`config.mk`:
```
export PLATFORM = sky130hd
export DESIGN_NAME = eth_send_top
export DESIGN_NICKNAME = d
export VERILOG_FILES = /design/src/rtl/eth_send_top.sv
export SDC_FILE = /design/constraint.sdc
export NUM_CORES = 1
export LEC_CHECK = 0
export CAP_MARGIN = 10
export CORE_UTILIZATION = 40
export CTS_CLUSTER_DIAMETER = 120
export DETAILED_ROUTE_END_ITERATION = 10
export PLACE_DENSITY_LB_ADDON = 0.3
export SLEW_MARGIN = 30
export SYNTH_ARGS = -nofsm -noshare
export SYNTH_HDL_FRONTEND = slang
export SYNTH_SLANG_ARGS = --single-unit
```
`constraint.sdc`:
```
create_clock -name clk -period 4.91 [get_ports clk]
set_input_delay 0.491 -clock clk [delete_from_list [all_inputs] [get_ports clk]]
set_output_delay 0.491 -clock clk [all_outputs]
set_load 0.005 [all_outputs]
```
`src/rtl/eth_send_top.sv`:
```
// rtl/eth_send_top.sv - byte-serial Ethernet-style frame transmitter with LRC-based FCS
module eth_send_top #(
    parameter logic [47:0] DEST_MAC_ADDR = 48'h00_0a_95_9d_68_16,
    parameter logic [47:0] SRC_MAC_ADDR  = 48'h00_0a_95_9d_68_17,
    parameter logic [15:0] MAX_LEN       = 16'd1500
) (
    input  logic        clk,
    input  logic        rst,
    input  logic        start,
    input  logic [15:0] len,
    input  logic [7:0]  pl_data,
    input  logic        pl_vld,
    output logic        pl_rdy,
    output logic [7:0]  out,
    output logic        vld,
    output logic        sof,
    output logic        ready,
    output logic        done,
    output logic        err
);

    typedef enum logic [3:0] {
        IDLE,
        PREAMBLE,
        SFD,
        MACDST,
        MACSRC,
        PLLEN,
        PL,
        FCS,
        ABORT
    } state_t;

    state_t      state;
    state_t      state_n;
    logic [15:0] cnt;
    logic [15:0] cnt_n;
    logic [15:0] len_q;
    logic [7:0]  lrc;

    logic        gen_vld;
    logic        gen_sof;
    logic        gen_done;
    logic        gen_err;
    logic [7:0]  gen_byte;
    logic        lrc_clr;
    logic        lrc_add;

    // The cycle after the last FCS byte is generated still shows that byte with
    // done, so IDLE is only open for requests once done has cleared.
    assign ready  = (state == IDLE) && !done;
    assign pl_rdy = (state == PL);

    always_ff @(posedge clk) begin
        if (rst) begin
            state <= IDLE;
            cnt   <= 16'd0;
        end else begin
            state <= state_n;
            cnt   <= cnt_n;
        end
    end

    always_comb begin
        state_n  = state;
        gen_vld  = 1'b0;
        gen_sof  = 1'b0;
        gen_done = 1'b0;
        gen_err  = 1'b0;
        gen_byte = 8'h00;
        lrc_clr  = 1'b0;
        lrc_add  = 1'b0;

        case (state)
            IDLE: begin
                // The accept cycle itself generates the first preamble byte, so
                // PREAMBLE only has to produce the remaining six.
                if (ready && start) begin
                    if (len <= MAX_LEN) begin
                        gen_vld  = 1'b1;
                        gen_sof  = 1'b1;
                        gen_byte = 8'hAA;
                        lrc_clr  = 1'b1;
                        state_n  = PREAMBLE;
                    end else begin
                        gen_err = 1'b1;
                    end
                end
            end
            PREAMBLE: begin
                gen_vld  = 1'b1;
                gen_byte = 8'hAA;
                if (cnt == 16'd5) state_n = SFD;
            end
            SFD: begin
                gen_vld  = 1'b1;
                gen_byte = 8'hAB;
                state_n  = MACDST;
            end
            MACDST: begin
                gen_vld  = 1'b1;
                lrc_add  = 1'b1;
                gen_byte = DEST_MAC_ADDR[{cnt[2:0], 3'b000} +: 8];
                if (cnt == 16'd5) state_n = MACSRC;
            end
            MACSRC: begin
                gen_vld  = 1'b1;
                lrc_add  = 1'b1;
                gen_byte = SRC_MAC_ADDR[{cnt[2:0], 3'b000} +: 8];
                if (cnt == 16'd5) state_n = PLLEN;
            end
            PLLEN: begin
                gen_vld  = 1'b1;
                lrc_add  = 1'b1;
                gen_byte = (cnt == 16'd0) ? len_q[15:8] : len_q[7:0];
                if (cnt == 16'd1) state_n = (len_q == 16'd0) ? FCS : PL;
            end
            PL: begin
                if (pl_vld) begin
                    gen_vld  = 1'b1;
                    lrc_add  = 1'b1;
                    gen_byte = pl_data;
                    if (cnt == len_q - 16'd1) state_n = FCS;
                end else begin
                    gen_err = 1'b1;
                    state_n = ABORT;
                end
            end
            FCS: begin
                gen_vld  = 1'b1;
                gen_byte = ~lrc + 8'd1;
                if (cnt == 16'd3) begin
                    gen_done = 1'b1;
                    state_n  = IDLE;
                end
            end
            ABORT: begin
                state_n = IDLE;
            end
            default: begin
                state_n = IDLE;
            end
        endcase

        cnt_n = (state_n != state) ? 16'd0 : cnt + 16'd1;
    end

    always_ff @(posedge clk) begin
        if (rst) begin
            out   <= 8'h00;
            vld   <= 1'b0;
            sof   <= 1'b0;
            done  <= 1'b0;
            err   <= 1'b0;
            lrc   <= 8'h00;
            len_q <= 16'd0;
        end else begin
            out  <= gen_vld ? gen_byte : 8'h00;
            vld  <= gen_vld;
            sof  <= gen_sof;
            done <= gen_done;
            err  <= gen_err;
            if (lrc_clr) begin
                lrc   <= 8'h00;
                len_q <= len;
            end else if (lrc_add) begin
                lrc <= lrc + gen_byte;
            end
        end
    end

endmodule

```
[After elaboration in Yosys (flattened, before gate mapping)]
Cells that the tools add are included.
Storage, ports and cells
  bits in registers: 56
  output and inout bits: 14
  word-level logic and storage cells: 70
  input port bits: 28
Operators by class
  reduce and logical (&&, ||, !) cells: 12
  multiplexer cells: 27
  magnitude comparators: 1
  bitwise gates (word level): 3
  eq/ne operators: 12
  add/subtract/negate cells: 4
  shift-type cells: 2
Operators by type and width (count)
  48-bit by 7-bit variable part select with 8-bit output, first input constant: 2
  8-bit case mux with 8 select lines: 1
  4-bit 2-to-1 mux: 9
  16-bit zero test: 2
  8-bit 2-to-1 mux: 4
  4-bit case mux with 8 select lines: 1
  16-bit by 1-bit adder with 16-bit output, second input constant: 1
  16-bit by 1-bit == test with 1-bit output, second input constant: 1
  16-bit == test: 1
  16-bit by 2-bit == test with 1-bit output, second input constant: 1
  16-bit by 3-bit == test with 1-bit output, second input constant: 1
  4-bit by 3-bit == test with 1-bit output, second input constant: 4
  16-bit by 11-bit less-or-equal comparator with 1-bit output, second input constant: 1
  16-bit by 1-bit subtractor with 16-bit output, second input constant: 1
  1-bit 2-to-1 mux: 9
  8-bit by 1-bit adder with 8-bit output, second input constant: 1
  8-bit adder: 1
  4-bit by 2-bit == test with 1-bit output, second input constant: 2
  8-bit NOT: 1
  2-bit OR reduction: 4
  6-bit OR reduction: 1
  4-bit by 1-bit == test with 1-bit output, second input constant: 1
  4-bit zero test: 1
  4-bit inequality test: 1
  6 further kinds: 9

[Longest topological paths before layout]
  word-level depth: 7
  gate-level depth with buffers: 17
  depth with buffers taken out: 16

[Worst setup path after synthesis]
No wires, ideal clock.
  kind: input-to-reg
  from: in len[0]
  to: reg lrc[7]
  stages: 14
  setup slack: 1.387 ns
  data required time: 4.786 ns
  arrival time: 3.399 ns
  buffers on the path: 0
  cells stage by stage: o2111a_1 > o311ai_0 > nand3_1 > a21boi_0 > nor2_1 > inv_1 > ha_1 > a21o_1 > a21oi_1 > o21ai_0 > o41ai_1 > o21a_1 > o21ai_0 > mux2i_1
Between the ends
  word-level cells in the longest chain between the ends: 5
RTL lines
  start: declaration: RTL line 10  | input logic [15:0] len,
  16-bit by 11-bit less-or-equal comparator with 1-bit output: RTL line 79  | if (len <= MAX_LEN) begin
  8-bit 2-to-1 mux: RTL line 79
  8-bit 2-to-1 mux: RTL line 78  | if (ready && start) begin
  8-bit case mux with 8 select lines: RTL line 74  | case (state)
  named net gen_byte[1]: RTL line 45  | logic [7:0] gen_byte;
  8-bit adder: RTL line 167  | lrc <= lrc + gen_byte;
  end signal: assignment: RTL line 167
  end: declaration: RTL line 39  | logic [7:0] lrc;
The timed path passes the listed nets, and every way through them passes these cells.
A chain may end at the register's enable or synchronous reset.

[Worst setup path after layout]
Same ends and word-level chain as after synthesis.

==> key figures <==
Run status
  • Run status: finished clean

Setup path
  • Nature of the critical path startpoint: input port
  • Crit path DAT: 4100 ps
  • Critical path peak fanout: 6
  • CP required: 5120 ps
  • CP endpoint kind: flop
  • Crit Path Category: in2reg
  • Critical register-to-register path startpoint: cnt[0]
  • Start point of the critical path: len[0]

STA
  • Minimum period implied by the final worst setup slack: 3892 ps
  • Worst clock skew: 16.15 ps
  • Final Setup Violations: 0
  • Hold Vio Cnt, Final: 0
  • Setup repair after global routing missed its margin: false
  • Worst Max-Slew Pin Slew: 868.1 ps
  • Ratio of final minimum period to clock period: 0.7926
  • Number of pins with negative max-slew slack in the final report: 0
  • Worst max-slew margin expressed relative to the limit: 0.4200
  • Setup TNS: 0 ps
  • F_max: 0.2569 GHz

Cells and area
  • Most frequent cells in the layout: dfxtp_1 (56), nand2_1 (42), clkdlybuf4s50_1 (41), nor2_1 (40), nor3_1 (30)
  • Layout Nets: 527
  • Leading cell type in the layout, fill and taps excluded: dfxtp_1
  • Diode insertion count for antenna repair: 0
  • Layout area overhead: 16.01%
  • Non-filler cells, final: 594
  • Filler Cell Count: 871
  • Fraction of final layout cells with drive strength greater than 1: 0.05350

Synth
  • Share of the yosys chip area belonging to registers: 0.3078
  • Syn Nets: 496
  • Top FF cell, synth: dfxtp_1
  • Synthesized area per cell: 8.023 µm²
  • Multiplexer share of the synthesized area: 0.04775
  • Number of flops mapped to enable cells by yosys: 0
  • Share of flip-flops with an asynchronous set or reset: 0
  • Synth Cell Area: 3642 µm²
  • Fraction of synthesized cell area in xor and xnor cells: 0.09859
  • Yosys reg bits: 56
  • Combinational family with the most area after synthesis: simple AND/OR/NAND/NOR gates
  • Warnings from Yosys: 0
  • Post-synthesis cell type count: 61
  • Post-synthesis compound-gate area fraction: 0.1645
  • Synthesized instance count: 454
  • Area share of and/or/nand/nor cells after synthesis: 0.2868
  • Adder and majority cell fraction of the synthesized area: 0.05015

Clock tree
  • Number of clock sinks: 56
  • CTS Buffer Depth: 2
  • CTS tree: done
  • Post-CTS clock slew at the launch and capture registers of the worst setup and hold paths: 100 ps
  • Clock latency reported for the late side of the worst-skew pair: 320 ps
  • H-tree depth reported by CTS: 2
  • CTS root buffer: clkbuf_8
  • Number of post-CTS setup repair buffers: 0
  • Number of buffers created by CTS: 5
  • Number of gates resized after cts: 0
  • Hold-fix buffer count after cts: 0

Drt
  • Routed len/inst: 16.51 µm
  • Met1 WL: 4621 µm
  • Sum of met3 wire segment lengths after detailed routing: 543 µm
  • Number of nets with antenna violations after routing: 0
  • Met2 WL post-DR: 4536 µm
  • Ratio of routed vias to standard cells: 5.825
  • First-iteration detailed-routing DRC count: 269
  • Highest metal used: met4
  • Count of vias placed by the detailed router: 3460
  • Number of detailed-route iterations in the first pass: 5
  • Routed wire length: 9808 µm
  • DRC errors left: 0

Floorplanning
  • Area of the core region: 8763 µm²
  • Die height: 97.43 µm
  • Die Area: 9492 µm²
  • Die X: 97.43 µm
  • Number of placed I/O pins: 42
  • Site Rows: 34
  • Effective utilization at floorplan: 0.4156

Placed design
  • Count of placed standard cells including taps: 586
  • Half-perimeter wire length after detailed placement: 7396 µm
  • Count of port buffers added during placement: 41
  • Routability Congestion: 0.8859

Job
  • Reported max-cap violation count: 0

GRT
  • Total track usage: 0.2094
  • First-pass GRT wire length: 16270 µm
  • Grt total ovfl: 0
  • Number of global-route vias before repair: 3186
  • Number of antenna violations at the first check in global routing: 0
  • Pin count of the biggest net entering global routing: 22

Power and ir drop
  • Power density over cell area: 193.9 nW/µm²
  • Leakage power: 1.576 nW
  • Worst IR drop on VDD: 0.0001018 V

Hold path
  • Hold crit path type: reg2reg
  • Hold path startpoint: lrc[7]
[stage by stage]
stage | total power (W) | utilization | cell area (µm²) | setup WS, ps | hold WS, ps
6_report | 0.0008192 | 0.4822 | 4225 | 1018 | 512.9
5_1_grt | 0.0008527 | 0.4822 | 4225 | 704.8 | 534.5
4_1_cts | 0.0008277 | 0.4822 | 4225 | 1059 | 506.3
2_1_floorplan | 0.0005280 | - | 3642 | 1387 | 454.9
3_5_place_dp | 0.0005702 | 0.4723 | 4139 | 717.8 | 490.8
3_3_place_gp | 0.0005695 | 0.4719 | 4135 | 848.1 | 486.1
[cell families after synthesis]
family	count (synthesis)
AO/OA/AOI/OAI	85
AND/OR/NAND/NOR	202
XOR/XNOR	41
buffers and inverters	40
adder cells (fa/ha/maj)	14
multiplexers	16
flip-flops	56
[power by group]
| group | switching (W) | internal (W) | total (W) |
|---|---|---|---|
| Clock | 0.000155 | 0.000102 | 0.000258 |
| Combinational | 0.0000448 | 0.0000495 | 0.0000943 |
| Sequential | 0.00000933 | 0.000458 | 0.000467 |
[critical path, cell delays in order]
cell and delay, ps:
clkdlybuf4s50_1 430, o2111a_1 250, o311ai_0 620, nand3_1 240
a21boi_0 260, buf_4 170, nor2_1 80, inv_1 70
ha_1 210, a21o_1 170, a21oi_1 200, o21ai_0 150
o41ai_1 340, o21a_1 170, o21ai_0 100, mux2i_1 160
[cell type report]
| type | count | area [µm²] | share of cell area |
|---|---|---|---|
| sequential | 56 | 1121 | 0.2653 |
| clock buffer | 6 | 72.57 | 0.01718 |
| timing repair buffer | 47 | 455.4 | 0.1078 |
| clock inverter | 2 | 13.76 | 0.003257 |
| tap | 108 | 135.1 | 0.03198 |
| inverter | 17 | 63.81 | 0.01510 |
| multi-input combinational | 358 | 2364 | 0.5594 |
[sequential cells by signal (all words and copies together) (netlist names)]
| register | flops |
|---|---|
| cnt | 16 |
| len_q | 16 |
| lrc | 8 |
| out | 8 |
| state | 4 |
| done | 1 |
| err | 1 |
| sof | 1 |
| vld | 1 |
[metal layers]
layer  GRT usage  vias to the layer above
met5           0                        -
met4     0.04751                        0
met3     0.03237                       11
met2      0.3389                      112
met1      0.2924                     1649
li1            -                     1688
[Yosys cell counts, types with 3 or more instances]
library cell	instances	area, µm²
a221oi_1	3	26.28
and2_1	16	100.1
nand2b_1	5	31.28
or4_1	4	30.03
nand3_1	14	70.07
a21boi_0	4	30.03
dfxtp_1	56	1121
buf_1	3	11.26
nor3_1	30	150.1
o211ai_1	3	22.52
o21ai_0	17	85.08
nor4_1	9	56.30
mux2i_1	14	140.1
a211oi_1	4	30.03
xnor2_1	23	201.4
clkbuf_1	16	60.06
nor3b_1	5	37.54
nand2_1	42	157.7
inv_1	17	63.81
or2_2	3	18.77
and3_1	9	56.30
a21oi_1	25	125.1
xor2_1	18	157.7
a21o_1	3	22.52
nand4_1	8	50.05
nor2_1	40	150.1
or3_1	4	25.02
o21a_1	3	22.52
a31oi_1	3	18.77
ha_1	13	162.7
[path summary, 6_finish.rpt]
check        endpoint  slack [ps]  cells after the start
max            lrc[7]        1020                     16
min            lrc[7]         510                      2
max reg2reg    lrc[7]        1220                     17
min reg2reg    lrc[7]         510                      2
(Power assumes the default switching activity.)
